[src/rtl/mem_port_arbiter.sv]
// mem_port_arbiter: shares one memory port between fetch (IF) and data (DM) with DM priority,
// bounded IF starvation and a per-transaction timeout; all outputs registered.
module mem_port_arbiter #(
  parameter int ADDR_W       = 64,
  parameter int DATA_W       = 64,
  parameter int STARVE_LIMIT = 4,
  parameter int TIMEOUT      = 16
) (
  input  logic              clk,
  input  logic              reset,
  input  logic              if_req,
  input  logic [ADDR_W-1:0] if_addr,
  output logic [31:0]       if_rdata,
  output logic              if_valid,
  input  logic              dm_req,
  input  logic              dm_we,
  input  logic [ADDR_W-1:0] dm_addr,
  input  logic [DATA_W-1:0] dm_wdata,
  output logic [DATA_W-1:0] dm_rdata,
  output logic              dm_valid,
  output logic              bus_err,
  output logic              mem_req,
  output logic              mem_we,
  output logic [ADDR_W-1:0] mem_addr,
  output logic [DATA_W-1:0] mem_wdata,
  input  logic [DATA_W-1:0] mem_rdata,
  input  logic              mem_ack,
  output logic [1:0]        owner
);
  localparam int SW = $clog2(STARVE_LIMIT + 1);
  localparam int TW = $clog2(TIMEOUT);
  localparam logic [SW-1:0] SL = SW'(STARVE_LIMIT);
  localparam logic [TW-1:0] TL = TW'(TIMEOUT - 1);
  typedef enum logic [1:0] {IDLE, IF_BUSY, DM_BUSY, RESP} state_t;
  state_t state, state_n;
  logic [SW-1:0] starve_cnt;
  logic [TW-1:0] timer;
  logic busy, grant_dm, grant_if, expire, done;
  always_ff @(posedge clk)
    state <= !reset ? IDLE : state_n;
  always_comb
    state_n = grant_dm ? DM_BUSY :
              grant_if ? IF_BUSY :
              done     ? RESP :
              state == RESP ? IDLE : state;
  always_comb begin
    busy     = state == IF_BUSY || state == DM_BUSY;
    grant_dm = state == IDLE && dm_req && (starve_cnt < SL || !if_req);
    grant_if = state == IDLE && if_req && !grant_dm;
    expire   = busy && timer == TL;
    done     = busy && (mem_ack || expire);
  end
  always_ff @(posedge clk) begin
    if (!reset) begin
      starve_cnt <= '0;
      timer      <= '0;
      mem_req    <= 1'b0;
      mem_we     <= 1'b0;
      mem_addr   <= '0;
      mem_wdata  <= '0;
      owner      <= 2'b00;
      if_valid   <= 1'b0;
      dm_valid   <= 1'b0;
      bus_err    <= 1'b0;
      if_rdata   <= '0;
      dm_rdata   <= '0;
    end else begin
      if_valid <= 1'b0;
      dm_valid <= 1'b0;
      bus_err  <= 1'b0;
      if (grant_dm) begin
        mem_req    <= 1'b1;
        mem_we     <= dm_we;
        mem_addr   <= dm_addr;
        mem_wdata  <= dm_wdata;
        owner      <= 2'b10;
        timer      <= '0;
        starve_cnt <= !if_req ? '0 : starve_cnt == SL ? SL : starve_cnt + 1'b1;
      end else if (grant_if) begin
        mem_req    <= 1'b1;
        mem_we     <= 1'b0;
        mem_addr   <= if_addr;
        owner      <= 2'b01;
        timer      <= '0;
        starve_cnt <= '0;
      end else if (busy) begin
        timer <= timer + 1'b1;
        if (done) begin
          mem_req  <= 1'b0;
          mem_we   <= 1'b0;
          bus_err  <= !mem_ack;
          if_valid <= state == IF_BUSY;
          dm_valid <= state == DM_BUSY;
          // ack beats a simultaneous timeout; a timed-out read returns zero
          if (state == DM_BUSY)
            dm_rdata <= mem_ack ? mem_rdata : '0;
          else
            if_rdata <= !mem_ack ? 32'h0 : mem_addr[2] ? mem_rdata[63:32] : mem_rdata[31:0];
        end
      end else if (state == RESP) begin
        owner <= 2'b00;
      end
    end
  end
endmodule

[config.mk]
export PLATFORM = sky130hd
export DESIGN_NAME = mem_port_arbiter
export DESIGN_NICKNAME = d
export VERILOG_FILES = /design/src/rtl/mem_port_arbiter.sv
export SDC_FILE = /design/constraint.sdc
export NUM_CORES = 1
export LEC_CHECK = 0
export ABC_AREA = 1
export ABC_CLOCK_PERIOD_IN_PS = 4059
export CAP_MARGIN = 20
export CORE_AREA = 3 3 191 193
export CTS_CLUSTER_SIZE = 10
export DETAILED_ROUTE_END_ITERATION = 10
export DIE_AREA = 0 0 194 196
export GPL_TIMING_DRIVEN = 0
export SYNTH_ARGS = -nofsm -noshare
export SYNTH_HDL_FRONTEND = slang
export SYNTH_SLANG_ARGS = --single-unit
[constraint.sdc]
create_clock -name clk -period 4.06 [get_ports clk]
set_input_delay 0.406 -clock clk [delete_from_list [all_inputs] [get_ports clk]]
set_output_delay 0.406 -clock clk [all_outputs]
set_load 0.01 [all_outputs]
### Word level (Yosys, flattened, before mapping)

Cells that the tools add are included.

* register bits after elaboration: 240
* input bits: 262
* output and inout port bits: 231
* word-level logic and storage cells: 81

* add/subtract/negate cells: 2
* magnitude comparators: 1
* equal/unequal tests: 7
* muxes and demuxes: 22
* bitwise gates (word level): 6
* reductions and logical operators: 28

Operators with widths (count)
* $mux W64: 3
* $mux W32: 2
* $mux W2: 7
* $mux W3: 4
* $reduce_bool A3 Y1: 4
* $reduce_and A5 Y1: 2
* $logic_and A1 B1 Y1: 6
* $mux W1: 6
* $not A1 Y1: 6
* $reduce_and A2 Y1: 3
* $reduce_or A5 Y1: 1
* $add A4 B1 Y4 const B: 1
* $eq A2 B2 Y1 const B: 2
* $eq A4 B4 Y1 const B: 1
* $reduce_bool A2 Y1: 2
* $reduce_bool A4 Y1: 1
* $add A3 B1 Y3 const B: 1
* $eq A3 B3 Y1 const B: 1
* $logic_not A1 Y1: 3
* $logic_or A1 B1 Y1: 3
* $lt A3 B3 Y1 const B: 1
* $ne A3 B1 Y1 const B: 1
* $reduce_or A3 Y1: 1
* $eq A2 B1 Y1 const B: 1
* 3 further kinds: 3

### Depth between registers and ports, before layout

* depth after elaboration: 9
* mapped depth: 11
* depth with buffers taken out: 9

### Worst setup path before layout

OpenSTA, ideal clock, no wires.

* path type: reg-to-reg
* start point: register state[0]
* end point: register dm_rdata[42]
* library setup time: 0.113 ns
* arrival time: 1.552 ns
* required time: 3.947 ns
* path slack: 2.395 ns
* cell stages (with the launch flop): 10
* buffers on the path: 2
* clock period less this slack: 1.665 ns
* path through: dfxtp_1 inv_1 ha_1 buf_2 inv_1 a21oi_2 buf_2 nand3_1 nand2_1 nor2_1

* elaborated cells on any way between the ends: 15
* those cells by class: eq/ne (2); bitwise (2); reduce/logical (11)

RTL lines
* from (decl): line 35 `state_t state, state_n;`
* from (signal assigned): line 40 `state <= !reset ? IDLE : state_n;`
* $eq A2 B1 Y1 / $eq A2 B2 Y1 (equally long branches): line 47 `busy = state == IF_BUSY || state == DM_BUSY;`
* $logic_or A1 B1 Y1 (*): line 47
* net busy: line 38 `logic busy, grant_dm, grant_if, expire, done;`
* $logic_and A1 B1 Y1: line 50 `expire = busy && timer == TL;`
* $logic_or A1 B1 Y1: line 51 `done = busy && (mem_ack || expire);`
* $logic_and A1 B1 Y1: line 51
* $reduce_and A5 Y1 (no line) (*)
* to (signal assigned): line 96 `dm_rdata <= mem_ack ? mem_rdata : '0;`
* to (decl): line 19 `output logic [DATA_W-1:0] dm_rdata,`

The timed path passes the listed nets; every way through them passes the cells marked *.
A chain may end at the register's enable or synchronous reset.

### Worst setup path in the final report

* start point: register state[1]
* end point: register dm_rdata[6]

Same word-level chain as after synthesis.

==> out/results.tsv <==
stage	metric	value	unit
synth	Netlist cell types	29	
worst_setup_path	Slowest cell on crit path	dfxtp_1	
synth	Post-synth EDFFs	0	
sta	unrepaired setup endpoints after global routing	no	
clocking	# Post-CTS Setup Buffers	0	
clocking	TritonCTS Sinks	240	
layout	layout cell share with drive strength beyond 1	5.05	%
global_route	largest net degree at the start of global routing	17	
clocking	Clk Latency, worst-skew pair	0.57	ns
worst_setup_path	CP Data Arrival Time	2.68	ns
drt	DRT Wirelength	46300	µm
synth	Compound-Gate Fraction of Synth Area	12.5	%
synth	Yosys reg bits	240	
clocking	CTS-repair resized insts	0	
sta	final setup skew	0.0159	ns
power	sequential power share	36.8	%
synth	Yosys warning total	0	
synth	simple-gate area share of the yosys netlist	30.9	%
placed_design	DPL Wire Length	36900	µm
sta	Rel. slew slack	49.0	%
sta	Final setup viols	0	
status	status	completed	
drt	routed vias/inst	4.56	
worst_setup_path	CP startpoint kind	register	
sta	fin. max-slew vios	0	
worst_setup_path	Setup Crit Path Kind	reg2reg	
global_route	total global-route track usage	23.4	%
sta	worst hold margin	0.406	ns
power	Max VDD drop	0.000353	V
clocking	CTS clk-pin slew, worst paths	0.06	ns
synth	post-synth net total	1895	
global_route	vias in the first global route	11853	
synth	Synth Cell Area	0.0108	mm²
global_route	first-pass GRT wire length	70000	µm
drt	vias post-DR	11926	
drt	routed len/inst	17.7	µm
layout	post-route cell area	0.0172	mm²
floorplanning	core area	0.0347	mm²
power	Pleak	0.00809	µW
drt	Routed Antenna Nets	0	
placed_design	RD Place Congestion	0.878	
synth	largest area contributor in the netlist	dfxtp_1	
global_route	grt ovf	0	
synth	top-count cell post-synth	nand2_1	
job	max-cap viol count	0	
synth	Area contributors post-synth	dfxtp_1 45%, nand2_1 16%, nor2_1 10%	
power	Clk pwr share	32.2	%
synth	Synth top area share	44.5	%
clocking	htree depth	1	
sta	Final min period	2.22	ns
power	Comb power frac	31.0	%
worst_setup_path	slowest cell delay on critical path	0.41	ns
synth	Seq/Total Area, Yosys	44.5	%
power	PD cells	447	mW/mm²
power	net switching power	2470	µW
worst_hold_path	Hold Crit Class	in2reg	
synth	Post-synth top cells	465 x nand2_1, 297 x nor2_1, 240 x dfxtp_1, 187 x inv_1, 131 x o21ai_0	
global_route	initial antenna violation count	8	
drt	First-pass DRT Iterations	5	
synth	Mapped Cells	1625	
synth	Top FF cell, synth	dfxtp_1	
sta	fin crit share	54.7	%
layout	number of nets in the layout	2418	
drt	Iter 0 DRT Violations	546	
floorplanning	area of the die	0.0380	mm²
layout	Area Overhead vs Synth	59.1	%
worst_setup_path	WP data required	4.52	ns
clocking	CTS Buf Count	30	
synth	main combinational cell family by area after synthesis	simple AND/OR/NAND/NOR gates	
floorplanning	I/O Pins	493	
sta	Worst-Margin Slew	0.765	ns
drt	drc violations	0	
placed_design	Port-buffer cells	491	
floorplanning	Starting Density	31.1	%
sta	final hold vios	0	
power	switching portion of total power	32.2	%
clocking	root buf cell	clkbuf_16	
floorplanning	DIE WIDTH	194	µm
synth	ys async rst share	0	%
floorplanning	Die H	196	µm
power	Int Pwr	5200	µW
synth	Mapped Avg Cell Area	6.64	µm²
clocking	Hold Buf Count CTS	0	
worst_setup_path	Max FO, Critical Path	10	
synth	post-synthesis mux area share	0	%
sta	Max Clock Freq	451	MHz
synth	Post-Synth Adder-Cell Area	0.928	%
worst_setup_path	CP Cell Sequence	inv_1 -> ha_1 -> buf_2 -> inv_1 -> a21oi_2 -> buf_2 -> nand3_1 -> nand2_1 -> nor2_1	
sta	sum of negative setup slack	0	ns
worst_setup_path	crit path capture type	register	
synth	Post-Synth XOR/XNOR Area	0.244	%
clocking	CTS tree	yes	
placed_design	Area after DPL	0.0163	mm²
floorplanning	Row Count	68	
clocking	Max Root-Sink Buffers	3	
==> metrics by stage <==
step	util [%]	setup WS [ns]	std cells	power, µW
detailed placement	46.9	1.49	2571	5250
CTS	49.4	1.83	2615	7760
global placement	46.9	1.48	2571	5230
floorplan	-	2.39	1625	3950
global route	49.4	1.65	2618	8090
finish	49.4	1.84	2618	7670
==> sequential cells by signal, summed over array words and instances (netlist names) <==
name,cells
dm_valid,1
if_rdata,32
bus_err,1
mem_wdata,64
timer,4
owner,2
state,2
mem_req,1
if_valid,1
starve_cnt,3
mem_addr,64
mem_we,1
dm_rdata,64
==> layer usage <==
| metal | routed length [µm] | vias up | track usage (%) |
|---|---|---|---|
| li1 | - | 5976 | - |
| met1 | 18900 | 5369 | 28.2 |
| met2 | 22000 | 480 | 41.1 |
| met3 | 3550 | 91 | 5.22 |
| met4 | 1710 | 10 | 8.22 |
| met5 | 66 | - | 0 |
==> final cells by class <==
type                            instances  area (µm²)
Multi-Input combinational cell       1093        4810
Inverter                              188         706
Buffer                                104         464
Clock buffer                           38         801
Timing Repair Buffer                  491        4910
Fill cell                            3552       17600
Clock inverter                          6        83.8
Antenna cell                            3        7.51
Sequential cell                       240        4800
Tap cell                              455         569
==> power by group through the flow <==
| stage | Combinational (µW) | Clock [µW] | Sequential (µW) |
|---|---|---|---|
| floorplan | 965 | 0 | 2990 |
| global placement | 2380 | 0 | 2860 |
| detailed placement | 2390 | 0 | 2870 |
| CTS | 2400 | 2530 | 2820 |
| global route | 2610 | 2620 | 2860 |
| finish | 2370 | 2470 | 2820 |
==> cell usage in the layout (no fill, tap or decap) <==
cell	instances
nand3_1	49
nor2_1	297
nand4_1	1
a31oi_1	1
nor2_2	1
nand2_1	465
ha_1	8
buf_6	2
o21a_1	1
inv_2	1
nand3_2	3
a21oi_1	28
inv_6	1
nor3b_1	1
clkdlybuf4s50_1	491
or2_2	21
o21bai_1	63
o21ai_1	12
clkinv_16	1
clkbuf_1	59
bufinv_16	1
buf_2	32
buf_4	5
dfxtp_1	240
xnor2_1	1
xor2_1	2
clkbuf_16	30
a21oi_2	1
inv_1	187
nor2_4	1
clkinv_2	3
o21ai_0	131
buf_1	12
nand2_2	4
nor3_1	2
diode_2	3
clkbuf_8	2
==> path summary, 6_finish.rpt <==
path                              start                       end  slack (ns)  cells after the start
setup / recovery  state[1]$_SDFFE_PN0P_  dm_rdata[6]$_SDFFE_PN0P_        1.84                      9
hold / removal                    dm_we       mem_we$_SDFFE_PN0P_        0.41                      3
setup reg to reg  state[1]$_SDFFE_PN0P_  dm_rdata[6]$_SDFFE_PN0P_        1.84                      9
hold reg to reg    mem_req$_SDFFE_PN0P_      mem_req$_SDFFE_PN0P_        0.47                      2
==> cells by family (layout without fill, tap and decap cells) <==
| family | count (synthesis) | count (layout) |
|---|---|---|
| AO/OA/AOI/OAI | 237 | 237 |
| XOR/XNOR | 3 | 3 |
| adder cells (fa/ha/maj) | 8 | 8 |
| buffers and inverters | 292 | 827 |
| flip-flops | 240 | 240 |
| other | 0 | 3 |
| AND/OR/NAND/NOR | 845 | 845 |
==> worst max-delay path: cells and delay by family, from the launching register on <==
family	cells	cell delay, ns
fa+ha+maj	1	0.28
buf+inv	4	0.79
compound gates	1	0.35
simple gates	3	0.27
flops	1	0.41
Power figures use the tool's default switching activity.
